<file path="src/rtl/philo_monitor.sv">
// Passive checker for the dining-philosophers ring: flags adjacent eaters, illegal
// state transitions and starvation, and tracks meal count and worst hunger wait.
module philo_monitor #(
  parameter int N        = 32,
  parameter int WAIT_W   = 8,
  parameter int WAIT_MAX = 255,
  parameter int MEAL_W   = 16,
  localparam int IW      = $clog2(N)
) (
  input  logic              clock,
  input  logic              reset,
  input  logic [2*N-1:0]    st_bus,
  output logic              excl_err,
  output logic [IW-1:0]     excl_idx,
  output logic              trans_err,
  output logic [IW-1:0]     trans_idx,
  output logic              starve,
  output logic [IW-1:0]     starve_idx,
  output logic [MEAL_W-1:0] meals_total,
  output logic [WAIT_W-1:0] max_wait
);

  localparam int CW = $clog2(N + 1);
  localparam int SW = MEAL_W + CW;

  typedef enum logic [1:0] {
    ST_THINK  = 2'd0,
    ST_READ   = 2'd1,
    ST_EAT    = 2'd2,
    ST_HUNGRY = 2'd3
  } phil_st_e;

  logic [2*N-1:0]    prev_st_r;
  logic              have_prev_r;
  logic [WAIT_W-1:0] wait_r     [N];
  logic [WAIT_W-1:0] wait_nxt_s [N];
  logic [N-1:0]      excl_v_s;
  logic [N-1:0]      trans_v_s;
  logic [N-1:0]      starve_v_s;
  logic [N-1:0]      enter_v_s;
  logic [WAIT_W-1:0] peak_s;
  logic [CW-1:0]     entries_s;
  logic [SW-1:0]     meal_sum_s;
  logic [MEAL_W-1:0] meals_nxt_s;

  function automatic logic legal_tr(input logic [1:0] p, input logic [1:0] c);
    logic ok;
    case (p)
      ST_READ:   ok = (c == ST_READ) || (c == ST_THINK);
      ST_THINK:  ok = (c != ST_EAT);
      ST_EAT:    ok = (c == ST_EAT) || (c == ST_THINK);
      ST_HUNGRY: ok = (c == ST_HUNGRY) || (c == ST_EAT);
      default:   ok = 1'b0;
    endcase
    return ok;
  endfunction

  // Ties always resolve to the lowest set position.
  function automatic logic [IW-1:0] first_idx(input logic [N-1:0] v);
    logic [IW-1:0] idx;
    idx = {IW{1'b0}};
    for (int i = N - 1; i >= 0; i--) begin
      if (v[i]) idx = IW'(i);
      else      idx = idx;
    end
    return idx;
  endfunction

  // Per-philosopher checks on the current sample and next-state statistics.
  always_comb begin
    peak_s    = {WAIT_W{1'b0}};
    entries_s = {CW{1'b0}};
    for (int i = 0; i < N; i++) begin
      excl_v_s[i]  = (st_bus[2*i +: 2] == ST_EAT) && (st_bus[2*((i + 1) % N) +: 2] == ST_EAT);
      trans_v_s[i] = have_prev_r && !legal_tr(prev_st_r[2*i +: 2], st_bus[2*i +: 2]);
      enter_v_s[i] = have_prev_r && (prev_st_r[2*i +: 2] != ST_EAT) && (st_bus[2*i +: 2] == ST_EAT);
      wait_nxt_s[i] = (st_bus[2*i +: 2] != ST_HUNGRY) ? {WAIT_W{1'b0}} :
                      (wait_r[i] == {WAIT_W{1'b1}})  ? wait_r[i] : wait_r[i] + WAIT_W'(1);
      starve_v_s[i] = (wait_nxt_s[i] >= WAIT_W'(WAIT_MAX));
      peak_s        = (wait_nxt_s[i] > peak_s) ? wait_nxt_s[i] : peak_s;
      entries_s     = entries_s + CW'(enter_v_s[i]);
    end
    meal_sum_s  = SW'(meals_total) + SW'(entries_s);
    meals_nxt_s = (meal_sum_s > SW'({MEAL_W{1'b1}})) ? {MEAL_W{1'b1}} : meal_sum_s[MEAL_W-1:0];
  end

  // Sticky flags latch their index only on first rise; everything clears on reset.
  always_ff @(posedge clock) begin
    if (reset) begin
      prev_st_r   <= {(2*N){1'b0}};
      have_prev_r <= 1'b0;
      for (int i = 0; i < N; i++) wait_r[i] <= {WAIT_W{1'b0}};
      excl_err    <= 1'b0;
      excl_idx    <= {IW{1'b0}};
      trans_err   <= 1'b0;
      trans_idx   <= {IW{1'b0}};
      starve      <= 1'b0;
      starve_idx  <= {IW{1'b0}};
      meals_total <= {MEAL_W{1'b0}};
      max_wait    <= {WAIT_W{1'b0}};
    end else begin
      prev_st_r   <= st_bus;
      have_prev_r <= 1'b1;
      wait_r      <= wait_nxt_s;
      if (|excl_v_s && !excl_err) begin
        excl_err <= 1'b1;
        excl_idx <= first_idx(excl_v_s);
      end
      if (|trans_v_s && !trans_err) begin
        trans_err <= 1'b1;
        trans_idx <= first_idx(trans_v_s);
      end
      if (|starve_v_s && !starve) begin
        starve     <= 1'b1;
        starve_idx <= first_idx(starve_v_s);
      end
      meals_total <= meals_nxt_s;
      max_wait    <= (peak_s > max_wait) ? peak_s : max_wait;
    end
  end

endmodule

</file>
<file path="config.mk">
export PLATFORM = sky130hd
export DESIGN_NAME = philo_monitor
export DESIGN_NICKNAME = d
export VERILOG_FILES = /design/src/rtl/philo_monitor.sv
export SDC_FILE = /design/constraint.sdc
export NUM_CORES = 2
export LEC_CHECK = 0
export CORE_MARGIN = 2
export CORE_UTILIZATION = 64
export CTS_CLUSTER_DIAMETER = 80
export DETAILED_ROUTE_END_ITERATION = 7
export PLACE_DENSITY = 0.83
export SLEW_MARGIN = 20
export SYNTH_ARGS = -nofsm -noshare
export SYNTH_HDL_FRONTEND = slang
export SYNTH_SLANG_ARGS = --single-unit
</file>
<file path="constraint.sdc">
create_clock -name clock -period 77.5 [get_ports clock]
set_clock_uncertainty 0.2 [all_clocks]
set_input_delay 7.75 -clock clock [delete_from_list [all_inputs] [get_ports clock]]
set_output_delay 7.75 -clock clock [all_outputs]
set_load 0.05 [all_outputs]
</file>
# == Word level (Yosys, flattened, before mapping) ==
# Index checks and enable logic that the tools add are counted.
# word_totals
word_cells,1047
romBits,0
in_bits,66
ram_bits,0
reg_bits,363
memories,0
latch_bits,0
output_inout_bits,42
# classes
bitwise_logic,0
mul,0
div,0
shifts,0
n_addsub,64
eq_ne,320
magnitude_cmp,66
reduce_logical,329
muxes,226
# op_table
op,n
two-way mux 8 bit,96
two-way mux 5 bit,96
adder 8 x 1 -> 8 bit (second input constant),32
== test 2 bit (second input constant),128
== test 8 bit (second input constant),32
greater-or-equal comparator 8 bit (second input constant),32
> comparator 8 bit,32
!= test 2 bit (second input constant),96
adder 6 x 1 -> 6 bit,26
logical AND 1 bit,131
== test 2 x 1 -> 1 bit (second input constant),64
zero test 2 bit,64
one-hot mux 1 bit (4 select lines),32
logical OR 1 bit,96
OR reduction 32 bit,3
zero test 1 bit,35
adder 16 x 6 -> 17 bit,1
> comparator 17 x 16 -> 1 bit (second input constant),1
two-way mux 16 bit,1
> comparator 8 x 1 -> 1 bit (second input constant),1
adder 5 x 1 -> 6 bit,1
adder 4 x 1 -> 5 bit,1
adder 3 x 1 -> 4 bit,1
adder 2 x 1 -> 3 bit,1
other kinds (2),2

# == Depth between registers and ports, before layout ==
# depth
ltp_word,68
mapped_depth,354
ltp_nobuf,333

# == Least setup slack after synthesis ==
# Ideal clock, no wire load.
# synth_timing
kind,in2reg
start,input st_bus[2]
end,register max_wait[0]
path_buffers,20
t_arrival_ns,69.319
stages,321
slack_ns,7.859
required_time_ns,77.178
setup_time_ns,0.122
cell_sequence,nand2_1 > or2_2 > inv_1 > ha_1 > a211oi_1 > nor2_1 > o31a_1 > and2_1 > buf_4 > o21a_1 > ha_1 > nor2b_1 > o211ai_1 > a211o_1 > and2_1 > clkbuf_1 > nand2_1 > o21ai_0 > [285 not listed] > a21oi_1 > a211oi_1 > a21oi_1 > clkbuf_1 > nand2_1 > o31a_1 > ha_1 > nor2b_1 > o21a_1 > o21ai_0 > nand2b_1 > a21oi_1 > o21ai_0 > o31a_1 > buf_2 > or3b_1 > inv_1 > a221o_1
# synth_lines
element,line,rtl
start: declaration,12,"input logic [2*N-1:0] st_bus,"
end signal: assignment,100,max_wait <= {WAIT_W{1'b0}};
end signal: assignment,118,max_wait <= (peak_s > max_wait) ? peak_s : max_wait;
end: declaration,20,output logic [WAIT_W-1:0] max_wait

==> results.md <==
- Ratio of cells with drive above 1 in the final layout: 0.0819
- Area leader, netlist: dfxtp_1
- Vias in the first global route: between 20000 and 30000
- Startpoint types: input pin
- Clock-pin slew on the worst setup and hold paths: around 60 ps
- Max Freq: roughly 14 MHz
- First-pass GRT wire length: roughly 140000 um
- Antenna cells: 0
- GRT overflow: 0
- Hold WS: 300 ps
- Vias: approximately 31000
- Core area: between 40000 and 50000 sq um
- WL/cell: roughly 17 um
- Fin crit period: 72830 ps
- CP Class: input pin to register
- Max Root-Sink Buffers: 3
- Final Max Slew Viols: 0
- Initial core utilization: 0.650
- Vias per cell: just over 6
- Commonest non-fill, non-tap cell in the layout: nor2_1
- Max_slew headroom: 0.320
- Largest net degree at the start of global routing: ~100
- Simple logic cell fraction of the synthesized area: 0.318
- Post-Synth XOR/XNOR Area: 0.0386
- Post-Synthesis Cell Area: 31200 sq um
- CTS tree: built
- Final worst path period share: 0.940
- Most frequent cells in the layout: 598 x nor2_1, 362 x dfxtp_1, 357 x nand2_1
- Most frequent cell on the critical path: a21o_1
- Setup TNS: 0 ps
- Area contributors post-synth: dfxtp_1 23%, ha_1 9.9%, nor2_1 7.2%
- Reg2Reg Depth: ~310
- 1st-iter DRT viols: around 2600
- Max Cap Violations: 0
- Clk sink count: about 360
- H-tree Lvls: 2
- CP Depth: 303
- Detailed Place HPWL: 63200 um
- Crit-path max cell delay: 600 ps
- Multiplexer share of the synthesized area: 0.0688
- Die Span Y: around 220 um
- GPL Wtd Cong: 0.987
- Worst-Margin Slew: slightly above 1000 ps
- Final WL: roughly 83000 um
- Num CTS Buffers: 43
- Final Hold Vio Count: 0
- DR pass1 iterations: 6
- Flop2flop setup slack: around 12000 ps
- CP Max Fanout: 15
- Post-synth EDFFs: 0
- Fillers: a little under 4000
- Die width: 225 um
- Status: completed
- Post-route ant nets: 0
- NumNets Final: 4605
- Critical-path top delay cell: clkdlybuf4s50_1
- CP bufs+invs: 15
- Remaining DRCs: 0
- Synthesized instance count: between 4000 and 5000
- Worst EP arrival: about 73000 ps
- Io pins: around 110
- Post-synthesis area per instance: 7.45 sq um
- Main combinational cell family by area after synthesis: simple AND/OR/NAND/NOR gates
- Die area: 50500 sq um
- CTS Root Cell: clkbuf_16
- Yosys cell types: between 100 and 150
- Top FF cell, synth: dfxtp_1
- Critical Path Sink Type: register
- Total global-route track usage: 0.320
- Critical path's top delay family: compound AO/OA/AOI/OAI gates
- Hold depth: 2
- Hold/Removal Path Class: register to register
- Synth Area in Compound Gates: 0.180
- Worst-skew pair later-pin latency: about 600 ps
- Area Overhead vs Synth: 10.7%
- Initial antenna violation count: 0
- Seq/Total Area, Yosys: 0.233
- #FFs+latches synth: between 300 and 400
- Post-synthesis net count: 4524
- Crit path required time: between 70000 and 80000 ps
- Non-filler cells, final: 4915
- Final setup fails: 0
- Top cell type's share of synthesized area: 0.233
- Async S/R FF share, synth: 0
- Port Buffers: roughly 110
- Hold_buf cts: 0
- DP Cell Count: around 4800
- Yosys warning total: 0
- Post-synthesis adder-cell area fraction: 0.117
- Std cell rows: 80
[metrics by stage]
step                      area (sq um)  utilization  setup WS (ps)
final                            34500        0.720           4670
after global routing             34500        0.720           -427
after CTS                        34200        0.712           1350
after detailed placement         32700        0.681           1080
after global placement           32700        0.681           3360
after floorplan                  31200            -           7860
[tightest hold or removal path, cell delays in order, from the launching register on]
cell and delay (ps):
dfxtp_1 330, mux2i_1 70, nor2_1 70
[synthesized netlist by cell type (all sizes together), types with 76 or more instances]
cell type	n
nor2	599
dfxtp	363
nand2	361
o21ai	275
inv	259
ha	248
nand3	237
a21oi	213
mux2i	141
nor3	139
nor2b	94
nand4	92
or2	89
xor2	83
clkbuf	76
[routing by layer]
metal	track usage	wire length (um)	vias up
li1	-	-	15125
met1	0.428	37100	14229
met2	0.534	38000	1048
met3	0.0426	5530	170
met4	0.104	2600	0
met5	0	0	-
[timing repair]
item	4_1_cts	5_1_grt
resized for setup	0	36
endpoints found under the setup margin	0	8
buffers inserted	0	19
[sequential cells by signal, summed over array words and instances, names as in the netlist]
| register | flops |
|---|---|
| wait_r | 256 |
| prev_st_r | 64 |
| meals_total | 16 |
| max_wait | 8 |
| excl_idx | 5 |
| starve_idx | 5 |
| trans_idx | 5 |
| excl_err | 1 |
| have_prev_r | 1 |
| starve | 1 |
| trans_err | 1 |
[worst paths after layout]
kind                                                  from                          to
worst min register to register  starve_idx[2]$_SDFFE_PP0P_  starve_idx[2]$_SDFFE_PP0P_
worst max-delay path                             st_bus[3]    max_wait[0]$_SDFFE_PP0N_
worst min-delay path            starve_idx[2]$_SDFFE_PP0P_  starve_idx[2]$_SDFFE_PP0P_
worst max register to register      wait_r[240]$_SDFF_PP0_    max_wait[0]$_SDFFE_PP0N_
[logic make-up after synthesis]
family / Yosys count
buffers and inverters: 358
adders and majority gates: 276
xor gates and xnor gates: 135
AOI/OAI and AO/OA: 850
DFF: 363
and+or+nand+nor: 1999
muxes: 203
[cell type report]
cell class	instances	area [sq um]	share of cell area
inverters	261	980	0.0284
clock inverters	26	308	0.00892
flip-flops and latches	363	7270	0.211
well taps	615	769	0.0223
multi-input cells	3464	22700	0.658
repair buffers	132	1280	0.0370
clock buffers	54	1200	0.0347
Power is not shown: default switching activity piles up to over one toggle a cycle in this logic, so the estimate is an artifact.
